--- src/rtl/life_scan_reader.sv ---
`default_nettype none
// +------------------------------------------------------------------------+
// | Module      : life_scan_reader                                         |
// | Description : Unloads a cell-array scan chain of CELLS cells, packing  |
// |               the shifted-out cell states LSB first into WIDTH-bit     |
// |               words on a valid/ready output. With keep=1 the chain is  |
// |               rotated so the array ends in its original state.         |
// | Ports       : clk, reset (async, active-low)                           |
// |               start, keep       - unload request / non-destructive sel |
// |               scan_out          - cell state at the chain output end   |
// |               scan, scan_in     - chain shift enable / chain input bit |
// |               data, data_valid, data_ready - packed word handshake     |
// |               busy, done        - unload in progress / completion pulse|
// | Revision    : 1.0 - initial release                                    |
// +------------------------------------------------------------------------+
module life_scan_reader #(
  parameter int CELLS = 256,
  parameter int WIDTH = 8
) (
  input  logic             clk,
  input  logic             reset,
  input  logic             start,
  input  logic             keep,
  input  logic             scan_out,
  output logic             scan,
  output logic             scan_in,
  output logic [WIDTH-1:0] data,
  output logic             data_valid,
  input  logic             data_ready,
  output logic             busy,
  output logic             done
);

  localparam int CW = $clog2(CELLS + 1);
  localparam int PW = (WIDTH > 1) ? $clog2(WIDTH) : 1;
  localparam logic [CW-1:0] c_last_cell = CW'(CELLS - 1);
  localparam logic [PW-1:0] c_last_pos  = PW'(WIDTH - 1);

  typedef enum logic [1:0] {
    ST_IDLE  = 2'd0,
    ST_SHIFT = 2'd1,
    ST_DRAIN = 2'd2
  } state_t;

  state_t           state_q, state_d;
  logic [CW-1:0]    cnt_q, cnt_d;     // captures taken this unload
  logic [PW-1:0]    pos_q, pos_d;     // next packer bit position
  logic [WIDTH-1:0] pack_q, pack_d;
  logic [WIDTH-1:0] data_q, data_d;
  logic             valid_q, valid_d;
  logic             keep_q, keep_d;
  logic             done_q, done_d;

  logic             w_handshake;
  logic             w_word_end;
  logic             w_stall;
  logic             w_scan;
  logic             w_scan_in;
  logic [WIDTH-1:0] w_pack_next;

  always_comb begin
    w_handshake = valid_q & data_ready;
    // The next capture closes a word: either the packer is full or it is
    // the last cell, which flushes a partial word.
    w_word_end  = (pos_q == c_last_pos) | (cnt_q == c_last_cell);
    // Hold the chain rather than overwrite a word the consumer has not
    // taken; a same-cycle handshake frees the holder, so data_ready is
    // used combinationally here.
    w_stall     = w_word_end & valid_q & ~data_ready;
    w_scan      = (state_q == ST_SHIFT) & ~w_stall;
    // Feeding the output bit back into the input rotates the chain; after
    // CELLS shifts every cell is back where it started.
    w_scan_in   = (state_q == ST_SHIFT) & keep_q & scan_out;
    // Upper bits above pos_q are always 0 here, so a partial word is
    // already zero-padded.
    w_pack_next = pack_q | (WIDTH'(scan_out) << pos_q);

    state_d = state_q;
    cnt_d   = cnt_q;
    pos_d   = pos_q;
    pack_d  = pack_q;
    data_d  = data_q;
    valid_d = valid_q;
    keep_d  = keep_q;
    done_d  = 1'b0;

    if (w_handshake) begin
      valid_d = 1'b0;
    end

    case (state_q)
      ST_IDLE: begin
        if (start) begin
          state_d = ST_SHIFT;
          keep_d  = keep;
          cnt_d   = '0;
          pos_d   = '0;
          pack_d  = '0;
        end
      end
      ST_SHIFT: begin
        if (w_scan) begin
          cnt_d = cnt_q + 1'b1;
          if (w_word_end) begin
            data_d  = w_pack_next;
            valid_d = 1'b1;
            pack_d  = '0;
            pos_d   = '0;
          end else begin
            pack_d  = w_pack_next;
            pos_d   = pos_q + 1'b1;
          end
          if (cnt_q == c_last_cell) begin
            state_d = ST_DRAIN;
          end
        end
      end
      ST_DRAIN: begin
        if (!valid_q || w_handshake) begin
          state_d = ST_IDLE;
          done_d  = 1'b1;
        end
      end
      default: begin
        state_d = ST_IDLE;
      end
    endcase
  end

  always_ff @(posedge clk or negedge reset) begin
    if (!reset) begin
      state_q <= ST_IDLE;
      cnt_q   <= '0;
      pos_q   <= '0;
      pack_q  <= '0;
      data_q  <= '0;
      valid_q <= 1'b0;
      keep_q  <= 1'b0;
      done_q  <= 1'b0;
    end else begin
      state_q <= state_d;
      cnt_q   <= cnt_d;
      pos_q   <= pos_d;
      pack_q  <= pack_d;
      data_q  <= data_d;
      valid_q <= valid_d;
      keep_q  <= keep_d;
      done_q  <= done_d;
    end
  end

  assign scan       = w_scan;
  assign scan_in    = w_scan_in;
  assign data       = data_q;
  assign data_valid = valid_q;
  assign busy       = (state_q != ST_IDLE);
  assign done       = done_q;

endmodule
`default_nettype wire

--- config.mk ---
export PLATFORM = sky130hd
export DESIGN_NAME = life_scan_reader
export DESIGN_NICKNAME = d
export VERILOG_FILES = /design/src/rtl/life_scan_reader.sv
export SDC_FILE = /design/constraint.sdc
export NUM_CORES = 1
export LEC_CHECK = 0
export CAP_MARGIN = 20
export CORE_UTILIZATION = 61
export CTS_BUF_LIST = sky130_fd_sc_hd__clkbuf_8
export CTS_CLUSTER_DIAMETER = 80
export CTS_CLUSTER_SIZE = 24
export DETAILED_ROUTE_END_ITERATION = 10
export GPL_TIMING_DRIVEN = 0
export PLACE_DENSITY_LB_ADDON = 0.1
export SLEW_MARGIN = 10
export SYNTH_ARGS = -nofsm -noshare
export SYNTH_HDL_FRONTEND = slang
export SYNTH_SLANG_ARGS = --single-unit
--- constraint.sdc ---
create_clock -name clk -period 6.7 [get_ports clk]
set_input_delay 1.34 -clock clk [delete_from_list [all_inputs] [get_ports clk]]
set_output_delay 1.34 -clock clk [all_outputs]
set_load 0.01 [all_outputs]
# ---- Word-level counts from Yosys, hierarchy flattened
# Index checks and enable logic that the tools add are counted.
dict set report classes {
  eq_ne 8
  n_bitwise 10
  n_mux 22
  n_addsub 2
  shift 1
  n_reduce_logical 9
}
# cell count
set ops {}
lappend ops {{2-to-1 mux 8 bit} 3}
lappend ops {{2-to-1 mux 9 bit} 2}
lappend ops {{case mux 9 bit (2 select lines)} 1}
lappend ops {{case mux 8 bit (2 select lines)} 1}
lappend ops {{adder 9 x 1 -> 9 bit (second input constant)} 1}
lappend ops {{== test 9 x 8 -> 1 bit (second input constant)} 1}
lappend ops {{2-to-1 mux 3 bit} 3}
lappend ops {{2-to-1 mux 2 bit} 4}
lappend ops {{bitwise OR 8 bit} 1}
lappend ops {{left shift 1 x 3 -> 8 bit} 1}
lappend ops {{AND 1 bit} 6}
lappend ops {{2-to-1 mux 1 bit} 6}
lappend ops {{inequality test 2 bit (second input constant)} 3}
lappend ops {{case mux 2 bit (3 select lines)} 1}
lappend ops {{case mux 3 bit (2 select lines)} 1}
lappend ops {{AND reduction 3 bit} 2}
lappend ops {{AND reduction 4 bit} 1}
lappend ops {{nonzero test 2 bit} 2}
lappend ops {{adder 3 x 1 -> 3 bit (second input constant)} 1}
lappend ops {{== test 3 bit (second input constant)} 1}
lappend ops {{== test 2 x 1 -> 1 bit (second input constant)} 1}
lappend ops {{== test 2 bit (second input constant)} 1}
lappend ops {{logical NOT 2 bit} 1}
lappend ops {{inequality test 2 x 1 -> 1 bit (second input constant)} 1}
lappend ops {{other kinds (5)} 6}
dict set report word_totals {
  output_inout_bits 13
  register_bits 33
}

# ---- Logic depth before layout (Yosys ltp)
dict set report depth {
  depth_word 8
  mapped_depth 9
}

# ---- Worst setup path after synthesis
# Ideal clock, no wire load.
dict set report synth_timing {
  path_type {input to output}
  startpoint {in data_ready}
  endpoint {out scan}
  stages 2
  path_buffers 0
  setup_slack_ns 3.539
  arrival_ns 1.821
  required_time_ns 5.360
  path_cell_list {nor2b_1 -> a21oi_1}
}
dict set report synth_between {
  elab_chain_cells 4
}
# element line
set synth_rtl {}
lappend synth_rtl {{start: declaration} 29} ;# input logic data_ready,
lappend synth_rtl {{inverter 1 bit} 69} ;# w_stall = w_word_end & valid_q & ~data_ready;
lappend synth_rtl {{AND 1 bit} 69}
lappend synth_rtl {{inverter 1 bit} 70} ;# w_scan = (state_q == ST_SHIFT) & ~w_stall;
lappend synth_rtl {{AND 1 bit} 70}
lappend synth_rtl {{end: declaration} 25} ;# output logic scan,
# No other way between the ends.

# ---- Final worst setup path
# Ends and elaborated chain as after synthesis.

==> out/results.ini <==
[clock_tree]
cts-root-buf=clkbuf_8
path_clk_slew_ns=0.06
cts_tree=done
clk_latency_ns=0.28
cts_resized=0
cts_sinks=33
holdBufCountCts=0
clockBufferDepth=2
post-cts-setup-buffer-count=0
numCtsBuffers=5
htreeDepth=2

[setup_path]
timing.rr.end=cnt_q[6]$_DFFE_PN0P_
cp-end-kind=output port
required_ns=5.36
crit_family=buffers and inverters
critical_path.max_stage_delay_ns=0.52
arrival_ns=2.90
crit_slowest_cell=clkdlybuf4s50_1
path_cells=clkdlybuf4s50_1 -> nor2b_1 -> a21oi_1 -> clkdlybuf4s50_1
rr_worst_depth=9
path_buf_inv=2
r2r-start=cnt_q[0]$_DFFE_PN0P_
worst_path_most_repeated_cell=clkdlybuf4s50_1
reg2reg_slack_ns=4.39
crit_path_max_fanout=6
critPathKind=in2out
start_kind=input port

[route]
drt_first_pass_iters=4
ant_nets=0
wl_per_cell_um=15.9
via_per_inst=6.05
drt_iter0_drc=47
routed_wl_um=3150
num_vias=1197
drc_errors=0

[global_route]
grt_max_degree=34
antenna_found_initial=0
grt_pass1_vias=1202
grt_overflow_total=0
grt_first_pass_wirelength_um=5330
grt_usage=0.284

[die]
die_w_um=51.5
initial_core_util=0.664
dieArea_um2=2660
row_count=17
ioPinCount=19
die_y_um=51.5
fp.coreArea_um2=2250

[sta]
rsz0062_at_grt=no
worst_pin_slew_ns=0.730
min_period_ns=4.24
hold_viol_final=0
period_share=0.633
max_freq_mhz=236
finalClockSkew_ns=0.00536
setup_slack_ns=2.46
setup_violations=0
whs_ns=0.490
drv_slew=0
final.setup.tns_ns=0
slew_headroom=0.513

[final_layout]
syn_to_final_growth_pct=20.8
final_common_cell=dfrtp_1
drive_gt1_frac=0.0765
antenna_cells=0
final_cell_mix=33 x dfrtp_1, 17 x a21oi_1, 17 x clkdlybuf4s50_1
nFillCells=149
final_net_count=179

[min_path]
hold_path_end=cnt_q[8]$_DFFE_PN0P_
hold_depth=2
min-delay-start=cnt_q[8]$_DFFE_PN0P_
hold_path_class=reg2reg

[run_status]
status=finished clean

[power_and_ir_drop]
power_density_nw_per_um2=469
max-vdd-ir-drop_mv=0.364
p_leak_nw=0.781

[place]
dpl.hpwl_um=2130
portBuffers=18
pre_cts_ws_ns=2.45
gp_congestion=0.835

[synth]
synth_flop_cell=dfrtp_1
avgSynthCellArea_um2=10.4
seq_area_frac_synth=0.552
synth.largest_area_cell=dfrtp_1
ys_ff_latch=33
synth.area.top_cells=dfrtp_1 55%, a21oi_1 5.7%, a22o_1 5.3%
yosys_warnings=0
syn_area_um2=1500
synth_cells=144
syn-num-nets=154
ys_types=33
yosys.area.top_type_share=0.552
synth-edff-count=0
synth-async-reset-ratio=1.00

[run]
max_cap_violations=0

-- worst max-delay path by stage --
| stage | from | end | slack [ns] | depth (start not counted) |
|---|---|---|---|---|
| floorplan | data_ready | scan | 3.54 | 2 |
| global placement | data_ready | scan | 2.50 | 4 |
| detailed placement | data_ready | scan | 2.45 | 4 |
| CTS | data_ready | scan | 2.44 | 4 |
| global route | data_ready | scan | 2.32 | 4 |
| finish | data_ready | scan | 2.46 | 4 |
-- worst register-to-register path, delay by kind of cell (launching register included) --
kind | cells | cell delay, ns
buffers and inverters | 1 | 0.15
and+or+nand+nor | 4 | 0.75
AOI/OAI and AO/OA | 2 | 0.40
DFF | 1 | 0.43
adders and majority gates | 2 | 0.50
-- power breakdown --
| group | internal (mW) | leakage [nW] | switching [mW] |
|---|---|---|---|
| logic | 0.163 | 0.330 | 0.161 |
| registers | 0.291 | 0.397 | 0.0725 |
| clock network | 0.0927 | 0.0542 | 0.0689 |
| total | 0.546 | 0.781 | 0.302 |
-- through the flow --
step	area (µm²)	power, mW	util	std cells
after floorplan	1500	0.558	-	144
after global placement	1710	0.663	0.759	190
after detailed placement	1710	0.681	0.757	190
after CTS	1810	0.853	0.802	198
after global routing	1810	0.911	0.802	198
final	1810	0.848	0.802	198
-- cells in the mapped netlist, types with 2 or more instances --
cell	instances
a21oi_1	17
a22o_1	9
a31oi_1	7
and2_1	3
and3_1	2
clkbuf_1	2
dfrtp_1	33
ha_1	4
inv_1	2
nand2_1	10
nand2b_1	3
nand3_1	5
nand4_1	2
nor2_1	16
nor2b_1	5
o21ai_0	5
o31ai_1	2
or3_1	2
-- cell type report --
class                   instances  area (µm²)  area share
clock inverters                 1        5.00     0.00277
inverters                       2        7.51     0.00415
multi-input cells             105         639       0.354
flip-flops and latches         33         826       0.457
plain buffers                   4        23.8      0.0131
clock buffers                   7        96.3      0.0533
repair buffers                 18         175      0.0969
well taps                      28        35.0      0.0194
-- registers in the layout, summed over array words and instances, names as in the netlist --
register,flops
pos_q,3
cnt_q,9
state_q,2
keep_q,1
pack_q,8
data,8
data_valid,1
done,1
-- metal layers --
metal | up-vias | part of all wire | GRT usage
met5 | - | 0 | 0
met4 | 0 | 0.015 | 0.149
met3 | 7 | 0.056 | 0.0789
met2 | 43 | 0.46 | 0.420
met1 | 568 | 0.47 | 0.380
li1 | 579 | - | -
-- cell families (layout without fill, tap and decap cells) --
logic type / count (synthesis) / after routing / share of synthesized area
AND/OR/NAND/NOR: 52 / 52 / 0.176
multiplexers: 1 / 1 / 0.00669
buffers and inverters: 6 / 32 / 0.0209
flip-flops: 33 / 33 / 0.552
XOR/XNOR: 2 / 2 / 0.0117
adder cells (fa/ha/maj): 4 / 4 / 0.0334
AO/OA/AOI/OAI: 46 / 46 / 0.199
Power figures use the tool's default switching activity.
